**src/rtl/dino_key_scheduler.sv**
```systemverilog
// Dino player key sequencer: debounced LDR requests -> timed SPACEBAR/DOWNKEY presses with cooldown.
// Optional macro DINO_DUCK_EXTEND_EN: duck continues while the duck sensor stays high, capped at DUCK_MAX_CYC.
module dino_key_scheduler #(
    parameter int unsigned DEBOUNCE_CYC  = 50000,
    parameter int unsigned JUMP_HOLD_CYC = 5000000,
    parameter int unsigned DUCK_HOLD_CYC = 15000000,
    parameter int unsigned DUCK_MAX_CYC  = 50000000,
    parameter int unsigned COOLDOWN_CYC  = 2500000
) (
    input  logic       CLOCK_50,
    input  logic       RESET,
    input  logic       GPILDR1,
    input  logic       GPILDR2,
    output logic       SPACEBAR,
    output logic       DOWNKEY,
    output logic       BUSY,
    output logic [7:0] LEDG
);

    function automatic int unsigned at_least_one(input int unsigned v);
        return (v == 0) ? 1 : v;
    endfunction

    function automatic int unsigned max2(input int unsigned a, input int unsigned b);
        return (a > b) ? a : b;
    endfunction

    localparam int unsigned DEB_C   = at_least_one(DEBOUNCE_CYC);
    localparam int unsigned JUMP_C  = at_least_one(JUMP_HOLD_CYC);
    localparam int unsigned DUCK_C  = at_least_one(DUCK_HOLD_CYC);
    localparam int unsigned DMAX_C  = max2(at_least_one(DUCK_MAX_CYC), DUCK_C);
    localparam int unsigned COOL_C  = at_least_one(COOLDOWN_CYC);
    localparam int unsigned MAX_CYC = max2(max2(DEB_C, JUMP_C), max2(DMAX_C, COOL_C));
    localparam int unsigned CW      = $clog2(MAX_CYC) + 1;
    localparam int unsigned DBW     = $clog2(DEB_C) + 1;

`ifdef DINO_DUCK_EXTEND_EN
    localparam int unsigned DUCK_LOAD = DMAX_C - 1;
`else
    localparam int unsigned DUCK_LOAD = DUCK_C - 1;
`endif

    localparam logic [1:0] ST_IDLE = 2'b00;
    localparam logic [1:0] ST_JUMP = 2'b01;
    localparam logic [1:0] ST_DUCK = 2'b10;
    localparam logic [1:0] ST_COOL = 2'b11;

    // Channel index 0 = jump (GPILDR1), 1 = duck (GPILDR2).
    logic [1:0]          raw;
    logic [1:0]          sync1_q, sync1_d, sync2_q, sync2_d;
    logic [1:0]          deb_q, deb_d, deb_prev_q, deb_prev_d;
    logic [1:0][DBW-1:0] db_cnt_q, db_cnt_d;
    logic [1:0]          rise;
    logic                jump_pend_q, jump_pend_d, duck_pend_q, duck_pend_d;
    logic [1:0]          state_q, state_d, state_out_q, state_out_d;
    logic [CW-1:0]       cnt_q, cnt_d;
    logic                spacebar_q, spacebar_d, downkey_q, downkey_d, busy_q, busy_d;
    logic                grant_jump, grant_duck;

    assign raw = {GPILDR2, GPILDR1};

    always_comb begin
        sync1_d    = raw;
        sync2_d    = sync1_q;
        deb_prev_d = deb_q;
        deb_d      = deb_q;
        db_cnt_d   = db_cnt_q;
        rise       = deb_q & ~deb_prev_q;
        for (int unsigned i = 0; i < 2; i++) begin
            if (sync2_q[i] != deb_q[i]) begin
                if (db_cnt_q[i] == DBW'(DEB_C - 1)) begin
                    deb_d[i]    = ~deb_q[i];
                    db_cnt_d[i] = '0;
                end else begin
                    db_cnt_d[i] = db_cnt_q[i] + DBW'(1);
                end
            end else begin
                db_cnt_d[i] = '0;
            end
        end
    end

    always_comb begin
        state_d    = state_q;
        cnt_d      = cnt_q;
        grant_jump = 1'b0;
        grant_duck = 1'b0;
        case (state_q)
            ST_IDLE: begin
                if (jump_pend_q) begin
                    state_d    = ST_JUMP;
                    cnt_d      = CW'(JUMP_C - 1);
                    grant_jump = 1'b1;
                end else if (duck_pend_q) begin
                    state_d    = ST_DUCK;
                    cnt_d      = CW'(DUCK_LOAD);
                    grant_duck = 1'b1;
                end
            end
            ST_JUMP: begin
                if (cnt_q == '0) begin
                    state_d = ST_COOL;
                    cnt_d   = CW'(COOL_C - 1);
                end else begin
                    cnt_d = cnt_q - CW'(1);
                end
            end
            ST_DUCK: begin
`ifdef DINO_DUCK_EXTEND_EN
                // Counter runs down from the cap; the minimum hold is met once it falls to DMAX-DUCK.
                if ((cnt_q == '0) || ((cnt_q <= CW'(DMAX_C - DUCK_C)) && !deb_q[1])) begin
`else
                if (cnt_q == '0) begin
`endif
                    state_d = ST_COOL;
                    cnt_d   = CW'(COOL_C - 1);
                end else begin
                    cnt_d = cnt_q - CW'(1);
                end
            end
            default: begin
                if (cnt_q == '0) begin
                    state_d = ST_IDLE;
                end else begin
                    cnt_d = cnt_q - CW'(1);
                end
            end
        endcase

        // A new edge in the grant cycle wins over the clear.
        jump_pend_d = rise[0] | (jump_pend_q & ~grant_jump);
        duck_pend_d = rise[1] | (duck_pend_q & ~grant_duck);

        spacebar_d  = (state_q == ST_JUMP);
        downkey_d   = (state_q == ST_DUCK);
        busy_d      = (state_q != ST_IDLE);
        state_out_d = state_q;
    end

    always_ff @(posedge CLOCK_50) begin
        if (RESET) begin
            sync1_q     <= '0;
            sync2_q     <= '0;
            deb_q       <= '0;
            deb_prev_q  <= '0;
            db_cnt_q    <= '0;
            jump_pend_q <= 1'b0;
            duck_pend_q <= 1'b0;
            state_q     <= ST_IDLE;
            state_out_q <= ST_IDLE;
            cnt_q       <= '0;
            spacebar_q  <= 1'b0;
            downkey_q   <= 1'b0;
            busy_q      <= 1'b0;
        end else begin
            sync1_q     <= sync1_d;
            sync2_q     <= sync2_d;
            deb_q       <= deb_d;
            deb_prev_q  <= deb_prev_d;
            db_cnt_q    <= db_cnt_d;
            jump_pend_q <= jump_pend_d;
            duck_pend_q <= duck_pend_d;
            state_q     <= state_d;
            state_out_q <= state_out_d;
            cnt_q       <= cnt_d;
            spacebar_q  <= spacebar_d;
            downkey_q   <= downkey_d;
            busy_q      <= busy_d;
        end
    end

    assign SPACEBAR = spacebar_q;
    assign DOWNKEY  = downkey_q;
    assign BUSY     = busy_q;
    assign LEDG     = {2'b00, state_out_q, duck_pend_q, jump_pend_q, downkey_q, spacebar_q};

endmodule

```
**config.mk**
```make
export PLATFORM = sky130hd
export DESIGN_NAME = dino_key_scheduler
export DESIGN_NICKNAME = d
export VERILOG_FILES = /design/src/rtl/dino_key_scheduler.sv
export SDC_FILE = /design/constraint.sdc
export NUM_CORES = 1
export LEC_CHECK = 0
export BUFFER_PORTS_ARGS = -buffer_cell sky130_fd_sc_hd__clkbuf_2
export CAP_MARGIN = 20
export CORE_MARGIN = 2
export CORE_UTILIZATION = 38
export CTS_CLUSTER_DIAMETER = 30
export DETAILED_ROUTE_END_ITERATION = 6
export PLACE_DENSITY_LB_ADDON = 0.15
export SLEW_MARGIN = 20
export SYNTH_ARGS = -nofsm -noshare
export SYNTH_HDL_FRONTEND = slang
export SYNTH_SLANG_ARGS = --single-unit
```
**constraint.sdc**
```tcl
create_clock -name CLOCK_50 -period 2.15 [get_ports CLOCK_50]
set_input_delay 0.1075 -clock CLOCK_50 [delete_from_list [all_inputs] [get_ports CLOCK_50]]
set_output_delay 0.1075 -clock CLOCK_50 [all_outputs]
set_load 0.02 [all_outputs]
```
==> results of run 1 <==
[cell families (layout without fill, tap and decap cells)]
kind of cell,after synthesis,in the layout
muxes,3,3
adders and majority gates,8,8
xor gates and xnor gates,33,33
other,1,2
DFF,78,78
and+or+nand+nor,204,204
AOI/OAI and AO/OA,96,96
buffers and inverters,42,106
[worst register-to-register path: stages (launching register included)]
cell and delay (ns):
dfxtp_4 0.36, or4_4 0.54, or4_1 0.40, or3_1 0.32
or3_1 0.31, a21oi_1 0.13
[what timing repair did]
item,in CTS,in global routing
hold endpoints to repair,2,0
endpoints found under the setup margin,11,27
cloned,0,0
hold buffers,2,0
pin swaps,0,10
buffers inserted,1,1
gates resized for setup,6,23
[state kept, by name (all words and copies together) (netlist names)]
name / cells
jump_pend_q: 1
SPACEBAR: 1
DOWNKEY: 1
sync1_q: 2
deb_prev_q: 2
BUSY: 1
deb_prev_d: 2
state_out_q: 2
cnt_q: 27
duck_pend_q: 1
state_out_d: 2
sync2_q: 2
db_cnt_q: 34
[layer usage]
layer / track usage, % / vias up / routed length [um]
li1: - / 1801 / -
met1: 24.7 / 1715 / 4860
met2: 32.0 / 71 / 4920
met3: 5.09 / 18 / 445
met4: 7.89 / 0 / 206
met5: 0 / - / 0
[path summary, 6_finish.rpt]
path | from | endpoint | slack, ns | cells after the start
setup / recovery | cnt_q[14] | cnt_q[20] | 0.03 | 5
hold / removal | RESET | cnt_q[10] | 0.13 | 2
setup reg to reg | cnt_q[14] | cnt_q[20] | 0.03 | 5
hold reg to reg | db_cnt_q[17] | db_cnt_q[17] | 0.44 | 1
[cell usage in the layout (no fill, tap or decap), types with 11 or more instances in the layout]
master / instances
xnor2_1: 24
o21ai_0: 17
dfxtp_1: 75
buf_4: 55
nand3_1: 16
nor3_1: 13
nor2b_1: 11
inv_1: 18
nor2_1: 68
a21oi_1: 22
nand2_1: 24
clkbuf_8: 13
clkbuf_2: 12
nand4_1: 12
[per-stage QoR]
| stage | total power, mW | setup slack [ns] |
|---|---|---|
| global placement | 4.55 | 0.0198 |
| detailed placement | 4.57 | -0.0117 |
| floorplan | 3.37 | 0.0235 |
| finish | 6.13 | 0.0274 |
| global route | 6.48 | -0.0271 |
| CTS | 5.86 | -0.000585 |
[power by group]
part	total (mW)	switching (mW)	internal [mW]
clock network	1.20	0.540	0.664
registers	1.76	0.155	1.61
logic	3.17	1.84	1.33
[final cells by class]
cell class | count | area (um^2) | share of cell area (%)
clock inverter | 2 | 37.5 | 0.768
timing repair buffer | 72 | 553 | 11.3
tap | 136 | 170 | 3.48
inverter | 18 | 67.6 | 1.38
clock buffer | 14 | 183 | 3.74
sequential | 78 | 1570 | 32.1
multi-input combinational | 346 | 2310 | 47.3
==> metrics.md, run 1 <==
| Metric | Value |
|---|---|
| Area growth, synth to finish | `23.4%` |
| Detail Placement HPWL | `7.44 mm` |
| Initial Util | `38.7%` |
| Number of CTS-inserted buffers | `9` |
| Area share of fa/ha/maj cells after synthesis | `2.53%` |
| Status | `finished clean` |
| Layout cells sized above 1 | `22.6%` |
| Fin crit share | `98.7%` |
| Global-route wire length before repair | `17.3 mm` |
| Die area | `11300 um^2` |
| H-tree depth | `3` |
| Wire per inst | `15.7 um` |
| Setup TNS | `0 ns` |
| Antenna-violating nets left | `0` |
| Clk slew on worst S/H paths | `0.08 ns` |
| Req. time, crit path | `2.45 ns` |
| Most used DFF post-synth | `dfxtp_1` |
| Port bufs | `12` |
| Routability Congestion | `0.888` |
| Largest family of logic cells by synthesized area | `simple AND/OR/NAND/NOR gates` |
| Setup crit start kind | `flip-flop` |
| Layout Utilization | `47.8%` |
| Placed cell count | `646` |
| Initial DRC count | `182` |
| Row count | `37` |
| Max transition margin | `64.4%` |
| Routed WL | `10.4 mm` |
| Die Ht | `106 um` |
| CP max stage delay | `0.54 ns` |
| Worst path most repeated cell | `or3_1` |
| Initial antenna violation count | `0` |
| Simple-gate share of the synthesized area | `27.9%` |
| Clock Skews | `0.00808 ns` |
| Fin area | `4890 um^2` |
| Mux share of post-synthesis cell area | `0.758%` |
| Unrepaired setup endpoints after global routing | `yes` |
| Synth top cells by count | `dfxtp_1 (78), nor2_1 (70), nand2_1 (24), xnor2_1 (24), a21oi_1 (22)` |
| Netlist Area Pre-Place | `3960 um^2` |
| Worst setup EP type | `flip-flop` |
| Peak fanout along the critical path | `3` |
| Total congestion overflow | `0` |
| Least-Margin Pin Slew | `0.534 ns` |
| Pwr/cell area | `1250 nW/um^2` |
| Peak VDD IR | `0.782 mV` |
| Diode count | `0` |
| Final setup viols | `0` |
| Core Area | `10200 um^2` |
| Yosys top cell area share | `39.4%` |
| Worst Path Class, Setup | `flip-flop to flip-flop` |
| Total Routing Usage GR | `19.6%` |
| Fmax | `471 MHz` |
| Final min period | `2.12 ns` |
| Filler cells | `1007` |
| NumNets Final | `537` |
| CP top delay family | `simple AND/OR/NAND/NOR gates` |
| Final number of hold-violating endpoints | `0` |
| Synth Area in Compound Gates | `16.8%` |
| XOR/XNOR Fraction of Synth Area | `7.30%` |
| Critical Path, Cell by Cell | `or4_4, or4_1, or3_1, or3_1, a21oi_1` |
| EDFF count, synth | `0` |
| Dominant cell type by area after synthesis | `dfxtp_1` |
| Seq/Total Area, Yosys | `39.4%` |
| Final hold slack | `0.132 ns` |
| Hold/Removal Path Class | `input port to flip-flop` |
| First-pass iteration count of the detailed router | `5` |
| Final Max Slew Viols | `0` |
| Max-cap violations | `0` |
| Largest net degree at the start of global routing | `28` |
| Clk sinks | `78` |
| Post-synth cell types | `68` |
| Synthesized instance count | `465` |
| WP buf/inv | `0` |
| Vias in the first global route | `3516` |
| Clock Tree Buf Depth | `2` |
| Vias | `3605` |
| Async SR Flop Fraction | `0%` |
| Final instance count without filler cells | `666` |
| Clock Root Buffer | `clkbuf_8` |
| Avg Cell Area, Syn | `8.52 um^2` |
| CP max stage cell | `or4_4` |
| Largest cells by area after synthesis | `dfxtp_1 (39%), nor2_1 (6.6%), xnor2_1 (5.3%), a21oi_1 (2.8%), ha_1 (2.5%)` |
| Avg Vias per Cell | `5.41` |
| Count leader, synth | `dfxtp_1` |
| Crit path DAT | `2.43 ns` |
| Synthesized flop and latch total | `78` |
| Placed Area | `4520 um^2` |
| Clock Latency Late Sink | `0.37 ns` |
| Die X | `106 um` |
| Lkg Pwr | `1.75 nW` |
| I/O pin count | `15` |
| TritonCTS clock tree | `built` |
| Synth warnings | `0` |
| Remaining routing DRC violations | `0` |
Note: power is estimated with default switching activity, not from simulation.
==> inputs of run 2 (changes only) <==
--- a/config.mk
+++ b/config.mk
@@ -7,7 +7,6 @@
 export LEC_CHECK = 0
 export BUFFER_PORTS_ARGS = -buffer_cell sky130_fd_sc_hd__clkbuf_2
 export CAP_MARGIN = 20
-export CORE_MARGIN = 2
 export CORE_UTILIZATION = 38
 export CTS_CLUSTER_DIAMETER = 30
 export DETAILED_ROUTE_END_ITERATION = 6
==> metrics.md, run 2 (same netlist as run 1, synthesis figures left out) <==
| Metric | Value |
|---|---|
| Status | `finished clean` |
| Final setup viols | `0` |
| Clock Tree Buf Depth | `2` |
| Max-cap violations | `0` |
| Vias | `3604` |
| Switching fraction of total power | `42.4%` |
| Peak fanout along the critical path | `13` |
| Crit path DAT | `2.39 ns` |
| Vias in the first global route | `3417` |
| NetSw | `2.58 mW` |
| Number of CTS-inserted buffers | `9` |
| Worst Setup Slack post-DPL | `-0.116 ns` |
| Global-route wire length before repair | `16.7 mm` |
| Critical Path, Cell by Cell | `nor4_4, buf_4, nand4_4, buf_6, o31ai_4, clkbuf_16, or3_1, a31oi_1` |
| Lkg Pwr | `1.73 nW` |
| Clock Skews | `0.00784 ns` |
| Die Ht | `104 um` |
| Clk slew on worst S/H paths | `0.09 ns` |
| Fin crit share | `99.1%` |
| Clk sinks | `78` |
| I/O pin count | `15` |
| Layout Utilization | `48.8%` |
| TritonCTS clock tree | `built` |
| Worst Path Class, Setup | `flip-flop to flip-flop` |
| Max reg flops | `34` |
| Die X | `104 um` |
| Combinational share of power | `53.3%` |
| CP max stage cell | `o31ai_4` |
| Detail Placement HPWL | `7.24 mm` |
| Hold/Removal Path Class | `input port to flip-flop` |
| Core Area | `9950 um^2` |
| Most flop-heavy register | `db_cnt_q` |
| H-tree depth | `3` |
| CP max stage delay | `0.40 ns` |
| Die area | `10800 um^2` |
| Req. time, crit path | `2.41 ns` |
| Total Routing Usage GR | `19.4%` |
| Routed WL | `10.3 mm` |
| Highest-count cells in the layout ignoring fill and taps | `dfxtp_1 (72), nor2_1 (68), buf_4 (50)` |
| Setup crit start kind | `flip-flop` |
| Avg Vias per Cell | `5.45` |
| Register share of total power | `29.0%` |
| Clock Latency Late Sink | `0.37 ns` |
| Setup ws final | `0.0186 ns` |
| Worst setup EP type | `flip-flop` |
| Area growth, synth to finish | `22.5%` |
| Port bufs | `12` |
| Row count | `36` |
| Initial antenna violation count | `0` |
| Fmax | `469 MHz` |
| Largest net degree at the start of global routing | `28` |
| Pint | `3.50 mW` |
| Clock Root Buffer | `clkbuf_8` |
| Filler cells | `971` |
| Final Max Slew Viols | `0` |
| Unrepaired setup endpoints after global routing | `yes` |
| Pwr/cell area | `1250 nW/um^2` |
| Wire per inst | `15.6 um` |
| NumNets Final | `535` |
| Commonest non-fill, non-tap cell in the layout | `dfxtp_1` |
| Clock power share | `17.8%` |
| Initial Util | `39.8%` |
| First-pass iteration count of the detailed router | `5` |
| Total congestion overflow | `0` |
| Layout cells sized above 1 | `22.9%` |
| Antenna-violating nets left | `0` |
| Regs by FF count | `db_cnt_q (34), cnt_q (27)` |
| Peak VDD IR | `0.763 mV` |
| Final number of hold-violating endpoints | `0` |
| Remaining routing DRC violations | `0` |
| Routability Congestion | `0.892` |
| Final min period | `2.13 ns` |
| Initial DRC count | `239` |
| Diode count | `0` |
## run 2: cell types whose count changed in the layout (fill, tap and decap cells not counted), moves of 3 or more
cell      previous run  this run
dfxtp_2              2         5
clkbuf_8            13        10
dfxtp_1             75        72
buf_4               55        50
## run 2: worst max-delay path: cells and delay by family (launching register included)
family,cells,cell delay [ns]
simple gates,3,0.55
flops,1,0.36
buf+inv,3,0.62
compound gates,2,0.47
## run 2: power by group through the flow
stage               Sequential, mW  Combinational (mW)  Clock [mW]
global route                  1.79                3.45        1.19
finish                        1.76                3.24        1.08
detailed placement            1.78                2.71           0
global placement              1.78                2.70           0
CTS                           1.75                2.82        1.12
floorplan                     1.80                1.58           0
## run 2: layout make-up
type,count,area [um^2],share of cell area (%)
well taps,133,166,3.43
multi-input cells,346,2280,47.0
clock buffers,10,138,2.84
repair buffers,70,577,11.9
flip-flops and latches,78,1570,32.4
inverters,18,67.6,1.39
clock inverters,6,53.8,1.11
## run 2: worst paths after layout
| kind | start | endpoint | slack [ns] | cells past startpoint |
|---|---|---|---|---|
| hold / removal | RESET | state_out_q[1] | 0.19 | 2 |
| setup reg to reg | cnt_q[4] | cnt_q[1] | 0.02 | 8 |
| hold reg to reg | db_cnt_q[17] | db_cnt_q[17] | 0.45 | 1 |
| setup / recovery | cnt_q[4] | cnt_q[1] | 0.02 | 8 |
## run 2: what timing repair did
| item | 4_1_cts | 5_1_grt |
|---|---|---|
| setup buffers | 0 | 6 |
| resized for setup | 9 | 22 |
| cloned | 0 | 2 |
| pin swaps | 2 | 13 |
| hold buffers | 2 | 0 |
| setup endpoints to repair | 11 | 16 |
| endpoints found under the hold margin | 2 | 0 |
## run 2: metrics by stage
step           setup TNS [ns]  std cells  instance area [um^2]  total power, mW  hold slack (ns)
2_1_floorplan               0        466                  3970             3.37            0.191
3_3_place_gp                0        635                  4450             4.47            0.315
3_5_place_dp           -0.325        635                  4450             4.49            0.326
4_1_cts                     0        653                  4700             5.70            0.187
5_1_grt                -0.332        661                  4850             6.43            0.227
6_report                    0        661                  4850             6.08            0.187
## run 2: routing by layer
metal	part of all wire, %	routed length [um]	GRT usage [%]
met1	45	4640	24.0
met2	47	4900	32.0
met3	4.7	485	4.14
met4	2.9	300	9.08
met5	0	0	0
